**src/rtl/z80_mem_ctrl_if.sv**
```systemverilog
// Z80 bus / SRAM signal bundle for the memory controller.
// The slave modport is the controller; the master side is the CPU and SRAM.
interface z80_mem_ctrl_if;
  logic        mreq_n;
  logic        rd_n;
  logic        wr_n;
  logic        map_cycle;
  logic [15:0] phys_addr;
  logic [7:0]  cpu_data_in;
  logic [7:0]  cpu_data_out;
  logic        cpu_data_oe;
  logic        wait_n;
  logic [15:0] sram_addr;
  logic [7:0]  sram_dout;
  logic [7:0]  sram_din;
  logic        sram_doe;
  logic        sram_ce_n;
  logic        sram_oe_n;
  logic        sram_we_n;
  logic        busy;

  modport master (
    output mreq_n, rd_n, wr_n, map_cycle, phys_addr, cpu_data_in, sram_din,
    input  cpu_data_out, cpu_data_oe, wait_n, sram_addr, sram_dout,
           sram_doe, sram_ce_n, sram_oe_n, sram_we_n, busy
  );

  modport slave (
    input  mreq_n, rd_n, wr_n, map_cycle, phys_addr, cpu_data_in, sram_din,
    output cpu_data_out, cpu_data_oe, wait_n, sram_addr, sram_dout,
           sram_doe, sram_ce_n, sram_oe_n, sram_we_n, busy
  );
endinterface

```
**src/rtl/z80_mem_ctrl.sv**
```systemverilog
// Z80 to asynchronous SRAM bridge: synchronizes the bus strobes, stretches the
// CPU cycle with WAIT and sequences CE/OE/WE with a fixed strobe length.
//
// state  | meaning
// IDLE   | no access; waiting for a synchronized read or write
// SETUP  | address/data latched, CE asserted, write data driven
// ACCESS | OE or WE strobe for WAIT_CYCLES clocks
// DONE   | strobe released, read data captured, WAIT released
// HOLD   | SRAM deselected; read data held until the CPU ends the cycle
module z80_mem_ctrl #(
  parameter int WAIT_CYCLES = 2
) (
  input  logic           clk,
  input  logic           rst_n,
  z80_mem_ctrl_if.slave  bus
);

  typedef enum logic [2:0] {
    S_IDLE   = 3'd0,
    S_SETUP  = 3'd1,
    S_ACCESS = 3'd2,
    S_DONE   = 3'd3,
    S_HOLD   = 3'd4
  } state_t;

  localparam logic [3:0] LP_LAST = 4'(WAIT_CYCLES - 1);

  state_t      r_state;
  logic [1:0]  r_mreq_sync;
  logic [1:0]  r_rd_sync;
  logic [1:0]  r_wr_sync;
  logic [3:0]  r_cnt;
  logic        r_is_wr;
  logic        r_map;
  logic [15:0] r_sram_addr;
  logic [7:0]  r_sram_dout;
  logic [7:0]  r_cpu_data_out;
  logic        r_cpu_data_oe;
  logic        r_wait_n;
  logic        r_sram_doe;
  logic        r_ce_n;
  logic        r_oe_n;
  logic        r_we_n;
  logic        r_busy;

  logic        w_s_mreq_n;
  logic        w_s_rd_n;
  logic        w_s_wr_n;
  logic        w_start;

  always_ff @(posedge clk or negedge rst_n) begin
    if (!rst_n) begin
      r_mreq_sync <= 2'b11;
      r_rd_sync   <= 2'b11;
      r_wr_sync   <= 2'b11;
    end else begin
      r_mreq_sync <= {r_mreq_sync[0], bus.mreq_n};
      r_rd_sync   <= {r_rd_sync[0], bus.rd_n};
      r_wr_sync   <= {r_wr_sync[0], bus.wr_n};
    end
  end

  assign w_s_mreq_n = r_mreq_sync[1];
  assign w_s_rd_n   = r_rd_sync[1];
  assign w_s_wr_n   = r_wr_sync[1];
  // refresh (both high) and the illegal both-low combination never start a cycle
  assign w_start    = !w_s_mreq_n && (w_s_rd_n ^ w_s_wr_n);

  always_ff @(posedge clk or negedge rst_n) begin
    if (!rst_n) begin
      r_state        <= S_IDLE;
      r_cnt          <= 4'd0;
      r_is_wr        <= 1'b0;
      r_map          <= 1'b0;
      r_sram_addr    <= 16'h0000;
      r_sram_dout    <= 8'h00;
      r_cpu_data_out <= 8'h00;
      r_cpu_data_oe  <= 1'b0;
      r_wait_n       <= 1'b1;
      r_sram_doe     <= 1'b0;
      r_ce_n         <= 1'b1;
      r_oe_n         <= 1'b1;
      r_we_n         <= 1'b1;
      r_busy         <= 1'b0;
    end else begin
      case (r_state)
        S_IDLE: begin
          if (w_start) begin
            r_state     <= S_SETUP;
            r_sram_addr <= bus.phys_addr;
            r_sram_dout <= bus.cpu_data_in;
            r_is_wr     <= !w_s_wr_n;
            r_map       <= bus.map_cycle;
            r_wait_n    <= 1'b0;
            r_ce_n      <= bus.map_cycle;
            r_sram_doe  <= !w_s_wr_n;
            r_busy      <= 1'b1;
          end
        end
        S_SETUP: begin
          r_state <= S_ACCESS;
          r_cnt   <= 4'd0;
          r_oe_n  <= r_is_wr || r_map;
          r_we_n  <= !r_is_wr || r_map;
        end
        S_ACCESS: begin
          if (r_cnt == LP_LAST) begin
            r_state  <= S_DONE;
            r_oe_n   <= 1'b1;
            r_we_n   <= 1'b1;
            r_wait_n <= 1'b1;
            if (!r_is_wr) begin
              r_cpu_data_out <= r_map ? 8'hFF : bus.sram_din;
              r_cpu_data_oe  <= 1'b1;
            end
          end else begin
            r_cnt <= r_cnt + 4'd1;
          end
        end
        S_DONE: begin
          r_state       <= S_HOLD;
          r_ce_n        <= 1'b1;
          r_sram_doe    <= 1'b0;
          r_cpu_data_oe <= !r_is_wr && !w_s_rd_n;
        end
        S_HOLD: begin
          if (w_s_mreq_n) begin
            r_state       <= S_IDLE;
            r_busy        <= 1'b0;
            r_cpu_data_oe <= 1'b0;
          end else begin
            r_cpu_data_oe <= !r_is_wr && !w_s_rd_n;
          end
        end
        default: begin
          r_state <= S_IDLE;
          r_busy  <= 1'b0;
        end
      endcase
    end
  end

  assign bus.sram_addr    = r_sram_addr;
  assign bus.sram_dout    = r_sram_dout;
  assign bus.sram_doe     = r_sram_doe;
  assign bus.sram_ce_n    = r_ce_n;
  assign bus.sram_oe_n    = r_oe_n;
  assign bus.sram_we_n    = r_we_n;
  assign bus.cpu_data_out = r_cpu_data_out;
  assign bus.cpu_data_oe  = r_cpu_data_oe;
  assign bus.wait_n       = r_wait_n;
  assign bus.busy         = r_busy;

endmodule

```
**src/flat_wrapper.sv**
```systemverilog
// flat-port wrapper written by rule: the top's interface ports become plain ports
module z80_mem_ctrl_flat 
#(
  parameter int WAIT_CYCLES = 2
)
  (clk, rst_n, bus_mreq_n, bus_rd_n, bus_wr_n, bus_map_cycle, bus_phys_addr, bus_cpu_data_in, bus_sram_din, bus_cpu_data_out, bus_cpu_data_oe, bus_wait_n, bus_sram_addr, bus_sram_dout, bus_sram_doe, bus_sram_ce_n, bus_sram_oe_n, bus_sram_we_n, bus_busy);
  z80_mem_ctrl_if bus_i ();
  input  logic clk;
  input  logic rst_n;
  input wire logic [$bits(bus_i.mreq_n)-1:0] bus_mreq_n;
  input wire logic [$bits(bus_i.rd_n)-1:0] bus_rd_n;
  input wire logic [$bits(bus_i.wr_n)-1:0] bus_wr_n;
  input wire logic [$bits(bus_i.map_cycle)-1:0] bus_map_cycle;
  input wire logic [$bits(bus_i.phys_addr)-1:0] bus_phys_addr;
  input wire logic [$bits(bus_i.cpu_data_in)-1:0] bus_cpu_data_in;
  input wire logic [$bits(bus_i.sram_din)-1:0] bus_sram_din;
  output wire logic [$bits(bus_i.cpu_data_out)-1:0] bus_cpu_data_out;
  output wire logic [$bits(bus_i.cpu_data_oe)-1:0] bus_cpu_data_oe;
  output wire logic [$bits(bus_i.wait_n)-1:0] bus_wait_n;
  output wire logic [$bits(bus_i.sram_addr)-1:0] bus_sram_addr;
  output wire logic [$bits(bus_i.sram_dout)-1:0] bus_sram_dout;
  output wire logic [$bits(bus_i.sram_doe)-1:0] bus_sram_doe;
  output wire logic [$bits(bus_i.sram_ce_n)-1:0] bus_sram_ce_n;
  output wire logic [$bits(bus_i.sram_oe_n)-1:0] bus_sram_oe_n;
  output wire logic [$bits(bus_i.sram_we_n)-1:0] bus_sram_we_n;
  output wire logic [$bits(bus_i.busy)-1:0] bus_busy;
  assign bus_i.mreq_n = bus_mreq_n;
  assign bus_i.rd_n = bus_rd_n;
  assign bus_i.wr_n = bus_wr_n;
  assign bus_i.map_cycle = bus_map_cycle;
  assign bus_i.phys_addr = bus_phys_addr;
  assign bus_i.cpu_data_in = bus_cpu_data_in;
  assign bus_i.sram_din = bus_sram_din;
  assign bus_cpu_data_out = bus_i.cpu_data_out;
  assign bus_cpu_data_oe = bus_i.cpu_data_oe;
  assign bus_wait_n = bus_i.wait_n;
  assign bus_sram_addr = bus_i.sram_addr;
  assign bus_sram_dout = bus_i.sram_dout;
  assign bus_sram_doe = bus_i.sram_doe;
  assign bus_sram_ce_n = bus_i.sram_ce_n;
  assign bus_sram_oe_n = bus_i.sram_oe_n;
  assign bus_sram_we_n = bus_i.sram_we_n;
  assign bus_busy = bus_i.busy;
  z80_mem_ctrl #(.WAIT_CYCLES(WAIT_CYCLES)) u_core (.clk(clk), .rst_n(rst_n), .bus(bus_i));
endmodule
```
**config.mk**
```make
export PLATFORM = sky130hd
export DESIGN_NAME = z80_mem_ctrl_flat
export DESIGN_NICKNAME = d
export VERILOG_FILES = /design/src/rtl/z80_mem_ctrl_if.sv /design/src/rtl/z80_mem_ctrl.sv /design/src/flat_wrapper.sv
export SDC_FILE = /design/constraint.sdc
export NUM_CORES = 1
export LEC_CHECK = 0
export BUFFER_PORTS_ARGS = -buffer_cell sky130_fd_sc_hd__buf_4
export CORE_AREA = 2 2 81 83
export DETAILED_ROUTE_END_ITERATION = 8
export DIE_AREA = 0 0 83 85
export PLACE_DENSITY = 0.75
export SLEW_MARGIN = 40
export SYNTH_ARGS = -nofsm -noshare
export SYNTH_HDL_FRONTEND = slang
export SYNTH_SLANG_ARGS = --single-unit
```
**constraint.sdc**
```tcl
create_clock -name clk -period 1.8 [get_ports clk]
set_input_delay 0.18 -clock clk [delete_from_list [all_inputs] [get_ports clk]]
set_output_delay 0.18 -clock clk [all_outputs]
set_load 0.03 [all_outputs]
```
==> results.toml <==
[timing]
rsz0062_at_grt = "true"
finalWorstSetupSlack_ps = 30.47
fmax_mhz = 565.1
skew_ps = 6.756
holdWs_ps = 93.99
period_share = 0.9831
setup_viol = 0
hold_viol_final = 0
maxSlewHeadroom = 0.5512
tightest_slew_ps = 673.2
fin_crit_ps = 1770
final_max_slew_viol_count = 0

[run_status]
status = "completed"

[floorplanning]
ios = 77
row_count = 29
start_util = 0.3680
fp.dieW_microns = 83
die_y_microns = 85
core_area_sq_um = 6205
die_area_sq_um = 7055

[routing]
routed_via_density = 4.904
vias = 1677
dr.pass1.iters = 4
detail-route-antenna-nets = 0
routed_wl_mm = 4.744
routedWlPerCell_microns = 13.87
drc = 0
drt_iter0_markers = 91

[cells_and_area]
n_fill_cell = 547
drive_above_1_share = 0.5132
num-nets-final = 304
layout_commonest_cell = "buf_4"
layout-area-overhead-vs-synth_pct = 39.29
final_cell_mix = "buf_4, dfrtp_1, mux2_2, inv_1"
diodes = 0

[pwr]
power_switching_share = 0.4080
cellPowerDensity_nw_per_um2 = 1871
p_int_w = 0.003523
p_seq_frac = 0.352
power.share.clock = 0.140
combPwrFrac = 0.508
vdd_ir_drop_max_v = 0.0008649
p_sw_w = 0.002428
power_leakage_nw = 1.503

[synth]
synthFlopType = "dfrtp_1"
ys_ff_latch = 54
syn_nets = 214
synth.avg_cell_area_sq_um = 13.12
yosysWarningCount = 0
ys_async_sr_fraction = 1.000
synth_cells = 174
yosys.cell_types.count = 41
synth_edf_count = 0
synthMuxAreaShare = 0.1726
synth_simple_gate_area_frac = 0.08767
synthXorXnorAreaFrac = 0.007671
synth_top_family_by_area = "multiplexers"
ys_seq_area_frac = 0.5973
synthAdderAreaFrac = 0.01096
synth-compound-area-share = 0.07452
synth_area_sq_um = 2283

[critical_path]
cp-startpoint = "u_core.r_wr_sync[1]"
worstPathMaxFanout = 15
crit_path_max_incr_delay_ps = 650
path_cells = "xnor2_2, or4b_4, mux2_4"
cp-start-kind = "flip-flop"
path_class = "flip-flop to flip-flop"
required_ps = 2000
r2r_start = "u_core.r_wr_sync[1]"
crit_family = "simple AND/OR/NAND/NOR gates"
crit_buf_inv = 0
path_depth = 3
crit_end = "u_core.bus.sram_addr[11]"
critPathCaptureType = "flip-flop"
worstPathArrival_ps = 1970
r2r_cells = 3
slowest_stage = "or4b_4"
reg2reg_slack_ps = 30
r2r_end = "u_core.bus.sram_addr[11]"

[global_route]
overflow = 0
grt_max_degree = 55
antenna_found_initial = 0
grt_pass1_vias = 1682
grtUsageTotal = 0.1382
grt_pass1_wl_mm = 7.907

[clock_tree]
cts_buffers = 5
cts_tree = "done"
cts-root-buf = "clkbuf_8"
clockBufferDepth = 2
htreeDepth = 2
cts.sinks = 54
insertion_delay_ps = 310
cts.clk_slew.worst_paths_ps = 100
cts_setup_buffers = 0

[hold_path]
hp-class = "input port to flip-flop"
min_from = "bus_phys_addr[7]"

[placed_design]
gp_congestion = 0.7395
portBuffers = 76
dp_hpwl_mm = 3.251
dp_slack_ps = -50.87

[job]
cap_violations = 0
[per-layer routing]
metal	track usage	wire (microns)
met4	0.03577	71
met1	0.1823	2078
met5	0	0
met3	0.04475	341
met2	0.2221	2252
[cells in the mapped netlist, types with 4 or more instances]
cell,instances,area share
inv_1,16,0.026
nor2_1,10,0.016
nand2b_1,4,0.011
mux2_4,6,0.039
dfrtp_1,44,0.48
mux2i_1,9,0.039
dfstp_2,10,0.12
mux2_2,19,0.094
nand3_1,5,0.011
[sequential cells by signal, indices dropped and copies added, names as in the netlist, 2 cells and up]
| signal | cells |
|---|---|
| u_core.bus.sram_addr | 16 |
| u_core.bus.cpu_data_out | 8 |
| u_core.bus.sram_dout | 8 |
| u_core.r_cnt | 4 |
| u_core.r_state | 3 |
| u_core.r_mreq_sync | 2 |
| u_core.r_rd_sync | 2 |
| u_core.r_wr_sync | 2 |
[worst reg2reg max path, stage by stage (launching register included)]
cell     delay, ps
dfstp_2        580
xnor2_2         90
or4b_4         650
mux2_4         350
[layout make-up]
type,count,area [sq um],share of cell area
multi-input combinational,96,845.8,0.2659
inverter,16,60.06,0.01888
clock inverter,3,48.80,0.01534
clock buffer,5,68.82,0.02164
sequential,54,1364,0.4288
tap,77,96.34,0.03029
timing repair buffer,91,696.9,0.2191
[repair_timing]
item / in CTS / in global routing
endpoints found under the hold margin: 47 / 0
setup endpoints to repair: 29 / 23
gates resized for setup: 2 / 4
pin swaps: 1 / 3
cloned: 1 / 1
hold buffers: 4 / 0
[power groups by stage]
stage / clock network, W / registers [W] / logic, W
floorplan: 0 / 0.00285 / 0.00113
global placement: 0 / 0.00210 / 0.00292
detailed placement: 0 / 0.00210 / 0.00298
CTS: 0.000868 / 0.00210 / 0.00302
global route: 0.000913 / 0.00217 / 0.00324
finish: 0.000836 / 0.00209 / 0.00302
[how the worst min path moves through the flow]
| stage | to | slack [ps] | cells past startpoint |
|---|---|---|---|
| 5_1_grt | u_core.bus.sram_addr[2] | 80 | 2 |
| 6_report | u_core.bus.sram_addr[7] | 90 | 2 |
| 3_5_place_dp | u_core.bus.cpu_data_out[1] | 270 | 1 |
| 2_1_floorplan | u_core.bus.busy | -120 | 0 |
| 4_1_cts | u_core.bus.sram_addr[7] | 80 | 2 |
| 3_3_place_gp | u_core.r_cnt[2] | 260 | 1 |
[stage by stage]
step           std cells  power (W)  cell area (sq um)  setup TNS, ps    util
5_1_grt              342   0.006327               3181         -77.88  0.5126
6_report             342   0.005951               3181              0  0.5126
3_3_place_gp         328   0.005019               2987         -83.81  0.4813
2_1_floorplan        174   0.003987               2295         -5.850       -
4_1_cts              341   0.005984               3161         -50.84  0.5094
3_5_place_dp         328   0.005088               2987         -626.2  0.4813
[cells by family after synthesis]
kind of cell,after synthesis
DFF,54
adders and majority gates,2
xor gates and xnor gates,2
buffers and inverters,25
AOI/OAI and AO/OA,22
and+or+nand+nor,35
muxes,34
(Power assumes the default switching activity.)
